$ cat config.mk
export PLATFORM = sky130hd
export DESIGN_NAME = ram_1p_arb_ctrl
export DESIGN_NICKNAME = d
export VERILOG_FILES = /design/src/rtl/ram_1p_arb_ctrl.sv
export SDC_FILE = /design/constraint.sdc
export NUM_CORES = 1
export LEC_CHECK = 0
export CAP_MARGIN = 20
export CORE_AREA = 5 5 157 159
export DETAILED_ROUTE_END_ITERATION = 7
export DIE_AREA = 0 0 162 164
export GPL_ROUTABILITY_DRIVEN = 0
export GPL_TIMING_DRIVEN = 0
export SYNTH_ARGS = -nofsm -noshare
export SYNTH_HDL_FRONTEND = slang
export SYNTH_SLANG_ARGS = --single-unit
$ cat constraint.sdc
create_clock -name clk_i -period 2.25 [get_ports clk_i]
set_input_delay 0.45 -clock clk_i [delete_from_list [all_inputs] [get_ports clk_i]]
set_output_delay 0.45 -clock clk_i [all_outputs]
set_load 0.1 [all_outputs]
$ cat src/rtl/ram_1p_arb_ctrl.sv
// Two-host round-robin front end for a single-port RAM. Zero-fills the array
// after reset, then arbitrates hosts A and B onto the one port with a 1-cycle read return.
module ram_1p_arb_ctrl #(
  parameter int Width = 39,
  parameter int Depth = 32768,
  localparam int Aw = $clog2(Depth)
) (
  input  logic             clk_i,
  input  logic             rst_ni,
  input  logic             a_req_i,
  input  logic             a_we_i,
  input  logic [Aw-1:0]    a_addr_i,
  input  logic [Width-1:0] a_wdata_i,
  input  logic [Width-1:0] a_wmask_i,
  output logic             a_gnt_o,
  output logic             a_rvalid_o,
  output logic [Width-1:0] a_rdata_o,
  input  logic             b_req_i,
  input  logic             b_we_i,
  input  logic [Aw-1:0]    b_addr_i,
  input  logic [Width-1:0] b_wdata_i,
  input  logic [Width-1:0] b_wmask_i,
  output logic             b_gnt_o,
  output logic             b_rvalid_o,
  output logic [Width-1:0] b_rdata_o,
  output logic             ram_req_o,
  output logic             ram_write_o,
  output logic [Aw-1:0]    ram_addr_o,
  output logic [Width-1:0] ram_wdata_o,
  output logic [Width-1:0] ram_wmask_o,
  input  logic [Width-1:0] ram_rdata_i,
  output logic             init_done_o
);

  typedef enum logic {
    StInit = 1'b0,
    StRun  = 1'b1
  } state_e;

  localparam logic [Aw-1:0] LastAddr = Aw'(Depth - 1);

  state_e          state_q, state_d;
  logic [Aw-1:0]   init_cnt_q, init_cnt_d;
  logic            rr_q, rr_d;        // 0: A has priority, 1: B has priority
  logic            rd_a_q, rd_a_d;
  logic            rd_b_q, rd_b_d;

  // State register and per-cycle bookkeeping
  always_ff @(posedge clk_i or negedge rst_ni) begin
    if (!rst_ni) begin
      state_q    <= StInit;
      init_cnt_q <= '0;
      rr_q       <= 1'b0;
      rd_a_q     <= 1'b0;
      rd_b_q     <= 1'b0;
    end else begin
      state_q    <= state_d;
      init_cnt_q <= init_cnt_d;
      rr_q       <= rr_d;
      rd_a_q     <= rd_a_d;
      rd_b_q     <= rd_b_d;
    end
  end

  // Next-state: walk the init counter to the last word without wrapping
  always_comb begin
    state_d    = state_q;
    init_cnt_d = init_cnt_q;
    case (state_q)
      StInit: begin
        if (init_cnt_q == LastAddr) begin
          state_d = StRun;
        end else begin
          init_cnt_d = init_cnt_q + Aw'(1);
        end
      end
      StRun: begin
        state_d = StRun;
      end
      default: begin
        state_d    = StInit;
        init_cnt_d = '0;
      end
    endcase
  end

  // Outputs: zero-fill writes in INIT, round-robin grant and RAM mux in RUN
  always_comb begin
    a_gnt_o     = 1'b0;
    b_gnt_o     = 1'b0;
    ram_req_o   = 1'b0;
    ram_write_o = 1'b0;
    ram_addr_o  = '0;
    ram_wdata_o = '0;
    ram_wmask_o = '0;
    rr_d        = rr_q;
    rd_a_d      = 1'b0;
    rd_b_d      = 1'b0;
    case (state_q)
      StInit: begin
        ram_req_o   = 1'b1;
        ram_write_o = 1'b1;
        ram_addr_o  = init_cnt_q;
        ram_wmask_o = '1;
      end
      StRun: begin
        a_gnt_o = a_req_i && (!b_req_i || !rr_q);
        b_gnt_o = b_req_i && (!a_req_i || rr_q);
        if (a_gnt_o) begin
          ram_req_o   = 1'b1;
          ram_write_o = a_we_i;
          ram_addr_o  = a_addr_i;
          ram_wdata_o = a_wdata_i;
          ram_wmask_o = a_wmask_i;
          rr_d        = 1'b1;
          rd_a_d      = !a_we_i;
        end else if (b_gnt_o) begin
          ram_req_o   = 1'b1;
          ram_write_o = b_we_i;
          ram_addr_o  = b_addr_i;
          ram_wdata_o = b_wdata_i;
          ram_wmask_o = b_wmask_i;
          rr_d        = 1'b0;
          rd_b_d      = !b_we_i;
        end else begin
          ram_req_o = 1'b0;
        end
      end
      default: begin
        ram_req_o = 1'b0;
      end
    endcase
  end

  // The RAM's rdata is already registered, so it is steered straight to the read owner
  assign a_rvalid_o  = rd_a_q;
  assign b_rvalid_o  = rd_b_q;
  assign a_rdata_o   = rd_a_q ? ram_rdata_i : '0;
  assign b_rdata_o   = rd_b_q ? ram_rdata_i : '0;
  assign init_done_o = (state_q == StRun);

endmodule
==> flow_metrics.env, run 1 <==
export IMPL_outcome="finished, violations left"
export IMPL_violations="setup timing"
export IMPL_final_core_util_pct=37.9
export IMPL_fin_skew_ps=3.40
export IMPL_antenna_found_initial=1
export IMPL_post_drt_wl_per_cell_um=19.9
export IMPL_initialDrtViolationCount=166
export IMPL_setup_ws_ps=-10.8
export IMPL_vias=4413
export IMPL_pin_count=409
export IMPL_synth_ff_type="dfrtp_1"
export IMPL_clk_pin_slew_ps=60
export IMPL_period_needed_ps=2260
export IMPL_clockBufferDepth=2
export IMPL_netlist_area_sq_um=2560
export IMPL_worst_setup_path_type="in -> out"
export IMPL_relSlewSlack_pct=35.9
export IMPL_port_buffer_count=408
export IMPL_holdCritPathClass="reg -> reg"
export IMPL_postPlaceCellArea_sq_um=7550
export IMPL_avgViaCountPerCell=4.27
export IMPL_synth_area_per_cell_sq_um=8.00
export IMPL_yosysTopAreaCellShare_pct=19.3
export IMPL_cts_tree="built"
export IMPL_stdcell_area_sq_um=8770
export IMPL_hold_path_depth=1
export IMPL_tightest_slew_ps=965
export IMPL_areaGrowthSynthToFinish_pct=243
export IMPL_synth_top_area_cell="and2_1"
export IMPL_grt_pass1_vias=4784
export IMPL_cp_top_family="buffers and inverters"
export IMPL_core_area_sq_um=23100
export IMPL_worst_r2r_path_depth=5
export IMPL_slowest_stage="a21boi_4"
export IMPL_seq_area_frac_synth_pct=18.6
export IMPL_critPathArrivalTime_ps=1810
export IMPL_num_fill_cells=2341
export IMPL_rsz0062_at_grt="true"
export IMPL_syn_nets=552
export IMPL_power_leakage_nw=3.72
export IMPL_ys_ff_latch=19
export IMPL_yosys_warnings=0
export IMPL_cp_start_kind="input pin"
export IMPL_die_h_um=164
export IMPL_path_buf_inv=4
export IMPL_path_cells="clkdlybuf4s15_2 > a21boi_4 > buf_6 > buf_8 > a22oi_1 > o21bai_4 > buf_12"
export IMPL_cts_sinks=19
export IMPL_synth_async_reset_ratio_pct=100
export IMPL_dp_hpwl_um=17100
export IMPL_cts_buffers=3
export IMPL_firstDrtPassIters=4
export IMPL_synthTopCellsByArea="and2_1, dfrtp_1, a221o_1, a22o_1, nor2_1"
export IMPL_cp_depth=7
export IMPL_drive_gt1_share_pct=51.0
export IMPL_start_util_pct=11.1
export IMPL_synth_edff_count=0
export IMPL_ys_types=38
export IMPL_globalRouteOverflowTotal=0
export IMPL_max_stage_delay_ps=240
export IMPL_die_area_sq_um=26600
export IMPL_max_freq_ghz=0.442
export IMPL_grtUsageTotal_pct=14.0
export IMPL_cp_end_kind="output pin"
export IMPL_cts_max_level=1
export IMPL_ctsHoldBuffers=0
export IMPL_p_per_area_nw_per_um2=144
export IMPL_drt_wl_total_um=20600
export IMPL_irDropWorstVdd_mv=0.167
export IMPL_period_share_pct=100
export IMPL_cp_data_required_time_ps=1800
export IMPL_grt_first_pass_wirelength_um=29000
export IMPL_syn_inst=320
export IMPL_maxCapViolCount=0
export IMPL_rows=56
export IMPL_setup_viol_count_final=1
export IMPL_grt_max_degree=20
export IMPL_slew_viol_final=0
export IMPL_die_width_um=162
export IMPL_drtAntennaViolNets=0
export IMPL_clk_latency_ps=250
export IMPL_fin_nets=976
export IMPL_hold_viol_final=0
export IMPL_path_max_fanout=10
export IMPL_clockRootBuffer="clkbuf_16"
export IMPL_drc=0
-- per-stage QoR --
stage | setup WS (ps) | instances | total power [W] | TNS [ps] | hold slack, ps
after floorplan | 11.5 | 320 | 0.000382 | 0 | 154
after global placement | -2010 | 1018 | 0.000842 | -180200 | 469
after detailed placement | -2030 | 1018 | 0.000848 | -181010 | 486
after CTS | -85.2 | 1034 | 0.00127 | -1360 | 498
after global routing | -87.2 | 1034 | 0.00132 | -434 | 535
final | -10.8 | 1034 | 0.00127 | -10.8 | 496
-- Yosys cell counts (all sizes together), types with 3 or more instances --
library cell	count
xnor2	3
and3	4
a22o	39
a221o	40
dfrtp	19
a221oi	14
a31oi	3
clkbuf	16
a21oi	3
nand2	7
and2	79
nor2	33
nand3	3
buf	23
xor2	5
inv	4
-- placed cells by master (no fill, tap or decap), types with 5 or more instances in the layout --
cell type,n
buf_8,18
and2_2,20
buf_6,36
buf_2,14
a221oi_2,7
clkdlybuf4s18_2,7
buf_12,57
and2_1,58
nor2_2,8
a221o_1,5
clkbuf_1,6
nor2_4,16
dfrtp_1,16
nor2_1,9
a221o_2,35
clkbuf_16,5
a22o_4,38
nand2_1,6
clkdlybuf4s50_1,228
a221oi_4,7
buf_4,38
clkdlybuf4s15_2,40
xor2_1,5
-- cell type report --
cell class	instances	area [sq um]	share of cell area (%)
Antenna cell	1	2.50	0.0285
Tap cell	290	363	4.14
Multi-Input combinational cell	258	2650	30.2
Clock inverter	1	5.00	0.0571
Sequential cell	19	482	5.49
Inverter	4	21.3	0.243
Timing Repair Buffer	423	4770	54.4
Buffer	35	405	4.62
Clock buffer	3	75.1	0.856
-- flip-flops by register name, indices dropped and copies added, names as in the netlist --
signal and flops:
rr_q 1, b_rvalid_o 1, a_rvalid_o 1, init_cnt_q 15, init_done_o 1
-- what timing repair did --
action | in CTS | in global routing
pin swaps | 13 | 22
resized for setup | 1146 | 107
buffers inserted | 10 | 2
cloned | 4 | 0
endpoints found under the setup margin | 178 | 127
-- cells by family (layout without fill, tap and decap cells) --
logic type / count (synthesis) / in the layout / synth area share [%]
simple gates: 140 / 140 / 32.1
compound gates: 107 / 107 / 37.9
fa+ha+maj: 1 / 1 / 0.489
mux: 2 / 2 / 0.880
buf+inv: 43 / 466 / 7.28
other cells: 0 / 1 / 0
xor+xnor: 8 / 8 / 2.74
flops: 19 / 19 / 18.6
-- where the power goes --
group / switching (W) / internal (W)
Clock: 0.000134 / 0.000239
Combinational: 0.000166 / 0.000387
Sequential: 0 / 0.000342
-- metal layers --
metal / up-vias / wire, um / global-route usage, %
met5: - / 0 / 0
met4: 0 / 404 / 3.15
met3: 19 / 2170 / 4.74
met2: 269 / 10400 / 25.7
met1: 2049 / 7620 / 15.7
li1: 2076 / - / -
-- path summary, 6_finish.rpt --
kind	from	endpoint	slack, ps
worst max-delay path	a_req_i	ram_addr_o[5]	-10
worst min-delay path	init_cnt_q[14]	init_cnt_q[14]	500
worst max register to register	init_done_o	init_cnt_q[10]	370
worst min register to register	init_cnt_q[14]	init_cnt_q[14]	500
max in group asynchronous	rst_ni	init_done_o	900
min in group asynchronous	rst_ni	init_cnt_q[14]	700
Power figures use the tool's default switching activity.
==> run 2: changes to the inputs <==
--- a/config.mk
+++ b/config.mk
@@ -7,6 +7,7 @@
 export LEC_CHECK = 0
 export CAP_MARGIN = 20
 export CORE_AREA = 5 5 157 159
+export CTS_CLUSTER_DIAMETER = 100
 export DETAILED_ROUTE_END_ITERATION = 7
 export DIE_AREA = 0 0 162 164
 export GPL_ROUTABILITY_DRIVEN = 0
==> results of run 2 <==
Final layout, timing and power as in run 1 (identical DEF).
